File: src/rtl/imm_encode_loader_pkg.sv
// imm_encode_loader_pkg: shared formats, error codes, FSM states and RV32I opcodes
package imm_encode_loader_pkg;
  typedef enum logic [1:0] {FMT_I = 2'b00, FMT_S = 2'b01, FMT_B = 2'b10, FMT_ILL = 2'b11} fmt_e;
  typedef enum logic [1:0] {IDLE, ACCEPT, WRITE} state_e;
  localparam logic [1:0] ERR_NONE  = 2'b00;
  localparam logic [1:0] ERR_RANGE = 2'b01;
  localparam logic [1:0] ERR_ALIGN = 2'b10;
  localparam logic [1:0] ERR_FMT   = 2'b11;
  localparam logic [6:0] OP_IMM    = 7'b0010011;
  localparam logic [6:0] OP_LOAD   = 7'b0000011;
  localparam logic [6:0] OP_STORE  = 7'b0100011;
  localparam logic [6:0] OP_BRANCH = 7'b1100011;
endpackage

File: src/rtl/imm_encode_loader_if.sv
// imm_encode_loader_if: request channel and instruction-memory write channel
interface imm_encode_loader_if;
  logic        in_valid;
  logic        in_ready;
  logic [1:0]  in_fmt;
  logic [6:0]  in_opcode;
  logic [2:0]  in_funct3;
  logic [4:0]  in_rd;
  logic [4:0]  in_rs1;
  logic [4:0]  in_rs2;
  logic [31:0] in_imm;
  logic        mem_we;
  logic [31:0] mem_addr;
  logic [31:0] mem_wdata;
  logic        mem_ready;
  modport slave (
    input  in_valid, in_fmt, in_opcode, in_funct3, in_rd, in_rs1, in_rs2, in_imm, mem_ready,
    output in_ready, mem_we, mem_addr, mem_wdata
  );
  modport master (
    output in_valid, in_fmt, in_opcode, in_funct3, in_rd, in_rs1, in_rs2, in_imm, mem_ready,
    input  in_ready, mem_we, mem_addr, mem_wdata
  );
endinterface

File: src/rtl/imm_encode_loader_imm_pack.sv
// imm_pack: packs RV32I I/S/B fields into an instruction word and checks immediate legality
module imm_pack
  import imm_encode_loader_pkg::*;
(
  input  logic [1:0]  fmt_i,
  input  logic [6:0]  opcode_i,
  input  logic [2:0]  funct3_i,
  input  logic [4:0]  rd_i,
  input  logic [4:0]  rs1_i,
  input  logic [4:0]  rs2_i,
  input  logic [31:0] imm_i,
  output logic [31:0] word_o,
  output logic        ok_o,
  output logic [1:0]  err_code_o
);
  fmt_e fmt;
  logic fit_is, fit_b;
  assign fmt    = fmt_e'(fmt_i);
  assign fit_is = &imm_i[31:11] | ~|imm_i[31:11];
  assign fit_b  = &imm_i[31:12] | ~|imm_i[31:12];
  assign err_code_o = fmt == FMT_ILL                    ? ERR_FMT   :
                      !(fmt == FMT_B ? fit_b : fit_is)  ? ERR_RANGE :
                      fmt == FMT_B && imm_i[0]          ? ERR_ALIGN : ERR_NONE;
  assign ok_o   = err_code_o == ERR_NONE;
  assign word_o = fmt == FMT_I ? {imm_i[11:0], rs1_i, funct3_i, rd_i, opcode_i} :
                  fmt == FMT_S ? {imm_i[11:5], rs2_i, rs1_i, funct3_i, imm_i[4:0], opcode_i} :
                                 {imm_i[12], imm_i[10:5], rs2_i, rs1_i, funct3_i, imm_i[4:1], imm_i[11], opcode_i};
endmodule

File: src/rtl/imm_encode_loader.sv
// imm_encode_loader: accepts field-level requests, encodes them and writes instruction memory sequentially
module imm_encode_loader
  import imm_encode_loader_pkg::*;
#(
  parameter int DEPTH = 1024,
  parameter int CNT_W = 11
) (
  input  logic                 clk,
  input  logic                 rst,
  input  logic                 start_i,
  input  logic                 stop_i,
  input  logic [31:0]          base_addr_i,
  imm_encode_loader_if.slave   bus,
  output logic                 err_valid_o,
  output logic [1:0]           err_code_o,
  output logic [CNT_W-1:0]     word_count_o,
  output logic [CNT_W-1:0]     err_count_o,
  output logic                 busy_o,
  output logic                 done_o
);
  state_e           state_q, state_d;
  logic [31:0]      addr_q, addr_d, wdata_q, wdata_d;
  logic [CNT_W-1:0] wc_q, wc_d, ec_q, ec_d;
  logic             err_valid_q, err_valid_d, stop_q, stop_d, done_q, done_d;
  logic [1:0]       err_code_q, err_code_d, code;
  logic [31:0]      word;
  logic             ok, hs, last;
  imm_pack u_pack (
    .fmt_i      (bus.in_fmt),
    .opcode_i   (bus.in_opcode),
    .funct3_i   (bus.in_funct3),
    .rd_i       (bus.in_rd),
    .rs1_i      (bus.in_rs1),
    .rs2_i      (bus.in_rs2),
    .imm_i      (bus.in_imm),
    .word_o     (word),
    .ok_o       (ok),
    .err_code_o (code)
  );
  assign hs   = state_q == ACCEPT && bus.in_valid;
  assign last = wc_q + 1'b1 == CNT_W'(DEPTH);
  always_comb begin
    state_d     = state_q;
    addr_d      = addr_q;
    wdata_d     = wdata_q;
    wc_d        = wc_q;
    ec_d        = ec_q;
    stop_d      = stop_q;
    err_valid_d = 1'b0;
    err_code_d  = ERR_NONE;
    case (state_q)
      IDLE: if (start_i) begin
        state_d = ACCEPT;
        addr_d  = base_addr_i & ~32'd3;
        wc_d    = '0;
        ec_d    = '0;
        stop_d  = 1'b0;
      end
      ACCEPT: if (hs && ok) begin
        state_d = WRITE;
        wdata_d = word;
        stop_d  = stop_i;
      end else begin
        if (hs) begin
          err_valid_d = 1'b1;
          err_code_d  = code;
          ec_d        = &ec_q ? ec_q : ec_q + 1'b1;
        end
        if (stop_i) state_d = IDLE;
      end
      WRITE: begin
        stop_d = stop_q | stop_i;
        if (bus.mem_ready) begin
          addr_d  = addr_q + 32'd4;
          wc_d    = wc_q + 1'b1;
          state_d = last || stop_q || stop_i ? IDLE : ACCEPT;
        end
      end
      default: state_d = IDLE;
    endcase
    done_d = state_q != IDLE && state_d == IDLE;
  end
  always_ff @(posedge clk or posedge rst) begin
    if (rst) begin
      state_q     <= IDLE;
      addr_q      <= '0;
      wdata_q     <= '0;
      wc_q        <= '0;
      ec_q        <= '0;
      stop_q      <= 1'b0;
      err_valid_q <= 1'b0;
      err_code_q  <= ERR_NONE;
      done_q      <= 1'b0;
    end else begin
      state_q     <= state_d;
      addr_q      <= addr_d;
      wdata_q     <= wdata_d;
      wc_q        <= wc_d;
      ec_q        <= ec_d;
      stop_q      <= stop_d;
      err_valid_q <= err_valid_d;
      err_code_q  <= err_code_d;
      done_q      <= done_d;
    end
  end
  assign bus.in_ready  = state_q == ACCEPT;
  assign bus.mem_we    = state_q == WRITE;
  assign bus.mem_addr  = addr_q;
  assign bus.mem_wdata = wdata_q;
  assign err_valid_o   = err_valid_q;
  assign err_code_o    = err_code_q;
  assign word_count_o  = wc_q;
  assign err_count_o   = ec_q;
  assign busy_o        = state_q != IDLE;
  assign done_o        = done_q;
endmodule

File: src/flat_wrapper.sv
// flat-port wrapper written by rule: the top's interface ports become plain ports
module imm_encode_loader_flat import imm_encode_loader_pkg::*;
#(
  parameter int DEPTH = 1024,
  parameter int CNT_W = 11
)
  (clk, rst, start_i, stop_i, base_addr_i, err_valid_o, err_code_o, word_count_o, err_count_o, busy_o, done_o, bus_in_valid, bus_in_fmt, bus_in_opcode, bus_in_funct3, bus_in_rd, bus_in_rs1, bus_in_rs2, bus_in_imm, bus_mem_ready, bus_in_ready, bus_mem_we, bus_mem_addr, bus_mem_wdata);
  imm_encode_loader_if bus_i ();
  input  logic clk;
  input  logic rst;
  input  logic start_i;
  input  logic stop_i;
  input  logic [31:0] base_addr_i;
  output logic err_valid_o;
  output logic [1:0] err_code_o;
  output logic [CNT_W-1:0] word_count_o;
  output logic [CNT_W-1:0] err_count_o;
  output logic busy_o;
  output logic done_o;
  input wire logic [$bits(bus_i.in_valid)-1:0] bus_in_valid;
  input wire logic [$bits(bus_i.in_fmt)-1:0] bus_in_fmt;
  input wire logic [$bits(bus_i.in_opcode)-1:0] bus_in_opcode;
  input wire logic [$bits(bus_i.in_funct3)-1:0] bus_in_funct3;
  input wire logic [$bits(bus_i.in_rd)-1:0] bus_in_rd;
  input wire logic [$bits(bus_i.in_rs1)-1:0] bus_in_rs1;
  input wire logic [$bits(bus_i.in_rs2)-1:0] bus_in_rs2;
  input wire logic [$bits(bus_i.in_imm)-1:0] bus_in_imm;
  input wire logic [$bits(bus_i.mem_ready)-1:0] bus_mem_ready;
  output wire logic [$bits(bus_i.in_ready)-1:0] bus_in_ready;
  output wire logic [$bits(bus_i.mem_we)-1:0] bus_mem_we;
  output wire logic [$bits(bus_i.mem_addr)-1:0] bus_mem_addr;
  output wire logic [$bits(bus_i.mem_wdata)-1:0] bus_mem_wdata;
  assign bus_i.in_valid = bus_in_valid;
  assign bus_i.in_fmt = bus_in_fmt;
  assign bus_i.in_opcode = bus_in_opcode;
  assign bus_i.in_funct3 = bus_in_funct3;
  assign bus_i.in_rd = bus_in_rd;
  assign bus_i.in_rs1 = bus_in_rs1;
  assign bus_i.in_rs2 = bus_in_rs2;
  assign bus_i.in_imm = bus_in_imm;
  assign bus_i.mem_ready = bus_mem_ready;
  assign bus_in_ready = bus_i.in_ready;
  assign bus_mem_we = bus_i.mem_we;
  assign bus_mem_addr = bus_i.mem_addr;
  assign bus_mem_wdata = bus_i.mem_wdata;
  imm_encode_loader #(.DEPTH(DEPTH), .CNT_W(CNT_W)) u_core (.clk(clk), .rst(rst), .start_i(start_i), .stop_i(stop_i), .base_addr_i(base_addr_i), .bus(bus_i), .err_valid_o(err_valid_o), .err_code_o(err_code_o), .word_count_o(word_count_o), .err_count_o(err_count_o), .busy_o(busy_o), .done_o(done_o));
endmodule
File: config.mk
export PLATFORM = sky130hd
export DESIGN_NAME = imm_encode_loader_flat
export DESIGN_NICKNAME = d
export VERILOG_FILES = /design/src/rtl/imm_encode_loader_pkg.sv /design/src/rtl/imm_encode_loader_if.sv /design/src/rtl/imm_encode_loader_imm_pack.sv /design/src/rtl/imm_encode_loader.sv /design/src/flat_wrapper.sv
export SDC_FILE = /design/constraint.sdc
export NUM_CORES = 1
export LEC_CHECK = 0
export BUFFER_PORTS_ARGS = -buffer_cell sky130_fd_sc_hd__buf_2
export CAP_MARGIN = 20
export CORE_MARGIN = 2
export CORE_UTILIZATION = 50
export DETAILED_ROUTE_END_ITERATION = 10
export GPL_TIMING_DRIVEN = 0
export PLACE_DENSITY = 0.8
export SYNTH_ARGS = -nofsm -noshare
export SYNTH_HDL_FRONTEND = slang
export SYNTH_SLANG_ARGS = --single-unit
export TNS_END_PERCENT = 50
File: constraint.sdc
create_clock -name clk -period 3.7 [get_ports clk]
set_clock_uncertainty 0.2 [all_clocks]
set_input_delay 0 -clock clk [delete_from_list [all_inputs] [get_ports clk]]
set_output_delay 0 -clock clk [all_outputs]
set_load 0.05 [all_outputs]
==> impl_metrics.toml <==
[critical_path]
crit_type = "reg2reg"
path_max_fanout = 10
critPathRequiredTime_ns = 3.81
worstPathArrival_ns = 3.34
start_kind = "flop"
cp-end-kind = "flop"

[timing]
setup-violations-final = 0
fin_crit_sh = 0.873
worst_pin_slew_ns = 0.967
max_slew_margin = 0.353
tns_ns = 0
finalWorstSetupSlack_ns = 0.471
hold_violations = 0
fmax_mhz = 310
slew_violations = 0
rsz0062_at_grt = "false"
period_minus_slack_ns = 3.23

[layout]
nNetsFinal = 996
num-fill-cells = 746
syn2layout_area_growth_pct = 41.4
layout_commonest_cell = "nand2_1"
drive_gt1_frac = 0.255
instances_no_fill = 1033
stdcell_area_um2 = 7410
mostFrequentLayoutCells = "nand2_1, buf_2, dfrtp_1"
antenna_cells = 0

[floorplanning]
io_pins = 190
start_util = 0.512
num_rows = 37
die_w_um = 106
die_area_um2 = 11300
die_h_um = 106
core-area_um2 = 10200

[grt]
grt_max_degree = 49
antenna_found_initial = 0
grt_pass1_vias = 5728
grt_pass1_wl_um = 27000
grt_usage = 0.297
grt_overflow_total = 0

[hold_path]
hp-class = "in2async"

[clock_network]
cts_root_buf = "clkbuf_8"
cts_setup_buffers = 0
ctsResizeCount = 0
cts_max_level = 3
cts_tree = "yes"
cts_hold_buf = 85
clock_latency_ns = 0.37
numClockSinks = 91
clk_path_buf_depth = 2
numCtsBuffers = 9
clkSlewWorstSetupHoldPaths_ns = 0.10

[drt]
drc = 0
routed_wl_um = 16700
firstDrtPassIters = 7
num_vias = 5809
antenna_left = 0
drtIter0Drc = 426
vias_per_cell = 5.62
wl_per_cell_um = 16.1

[placed_design]
place_area_um2 = 6360
port_buffers = 183
hpwl_um = 11100
dp_cells = 932
gp_congestion = 0.926
place_ws_ns = 1.03

[synth]
ys_ff_latch = 91
ys.flop_type = "dfrtp_1"
synth_edf_count = 0
ys_seq_area_frac = 0.434
syn_inst = 611
async_reset_ff_frac = 1.00
yosysWarningCount = 0
syn-cell-area_um2 = 5240
synth.avg_cell_area_um2 = 8.58
ys_types = 59

[power_and_ir_drop]
power_density_nw_per_um2 = 546
p_leak_nw = 3.71
vdd_drop_max_mv = 0.445

[outcome]
status = "complete, no violations"

[flow_run]
maxCapViolCount = 0
[routing by layer]
layer / vias up / share of wire / track usage
li1: 2753 / - / -
met2: 259 / 0.49 / 0.496
met3: 45 / 0.075 / 0.0540
met4: 0 / 0.026 / 0.131
met5: - / 0 / 0
met1: 2752 / 0.41 / 0.378
[layout make-up]
class | count | area, um2 | area share
plain buffers | 30 | 151 | 0.0204
clock buffers | 9 | 124 | 0.0167
clock inverters | 7 | 76.3 | 0.0103
inverters | 7 | 28.8 | 0.00388
multi-input cells | 484 | 2790 | 0.376
flip-flops and latches | 91 | 2280 | 0.307
well taps | 136 | 170 | 0.0230
repair buffers | 269 | 1790 | 0.242
[through the flow]
stage / util / power, W / hold slack [ns]
6_report: 0.724 / 0.00404 / 0.0672
3_3_place_gp: 0.619 / 0.00318 / -0.00449
3_5_place_dp: 0.622 / 0.00325 / -0.0549
4_1_cts: 0.724 / 0.00403 / 0.0773
5_1_grt: 0.724 / 0.00425 / 0.133
2_1_floorplan: - / 0.00274 / -0.0870
[worst paths after layout]
kind | start | end | slack, ns | cells after the start
min in group clk | bus_mem_ready | u_core.bus.mem_addr[3] | 0.11 | 5
max | u_core.state_q[0] | u_core.bus.mem_addr[4] | 0.47 | 9
max in group asynchronous | rst | u_core.bus.mem_addr[21] | 2.59 | 4
min | rst | u_core.bus.mem_wdata[4] | 0.07 | 3
min reg2reg | u_core.bus.mem_wdata[6] | u_core.bus.mem_wdata[6] | 0.28 | 2
max reg2reg | u_core.state_q[0] | u_core.bus.mem_addr[4] | 0.47 | 9
[report_power, final]
part	internal, W	leakage [nW]	switching [W]	total [W]
clock	0.000317	0.0962	0.000382	0.000699
combinational	0.000578	2.40	0.00130	0.00188
sequential	0.00118	1.21	0.000285	0.00147
total	0.00208	3.71	0.00197	0.00404
[synth_stat cells (2+ instances only)]
cell        n  area share
or4_1       2      0.0029
nand2_1   189        0.14
nor3_1      6      0.0057
clkbuf_1   18       0.013
o21ai_0    28       0.027
nand4_1    14       0.017
nand2b_1    4      0.0048
mux2i_1    31       0.059
buf_6       2      0.0043
buf_2       5      0.0048
a21oi_1    18       0.017
and4_1     10       0.017
buf_4       2      0.0029
o211ai_1    3      0.0043
and3_1     19       0.023
a31oi_1     3      0.0036
ha_1        7       0.017
nand3_1    30       0.029
or3_1       5      0.0060
nor4_2      5       0.012
o21ai_1    14       0.013
a32o_1      3      0.0057
and2_1      5      0.0060
a32oi_1    26       0.043
buf_1       2      0.0014
nor2_1     19       0.014
nor2b_1     5      0.0060
inv_1       7      0.0050
dfrtp_1    91        0.43
o31ai_1     9       0.013
[logic make-up after synthesis]
| group | share of synthesized area |
|---|---|
| simple gates | 0.291 |
| compound gates | 0.157 |
| flops | 0.434 |
| buf+inv | 0.0339 |
| mux | 0.0621 |
| fa+ha+maj | 0.0167 |
| xor+xnor | 0.00334 |
| other cells | 0.000715 |
[registers in the layout, indices dropped and copies added, names as in the netlist]
register,flops
u_core.bus.mem_wdata,32
u_core.bus.mem_addr,30
u_core.err_count_o,11
u_core.word_count_o,11
u_core.err_code_o,2
u_core.state_q,2
u_core.done_o,1
u_core.err_valid_o,1
u_core.stop_q,1
[critical path, stage by stage (launching register included)]
cell and delay, ns:
dfrtp_1 0.43, inv_1 0.12, ha_1 0.15, buf_2 0.19
nand2_1 0.12, nor2_1 0.64, clkbuf_1 0.46, nand2_1 0.10
a32oi_1 0.20, dlygate4sd3_1 0.57
Note: power is estimated with default switching activity, not from simulation.
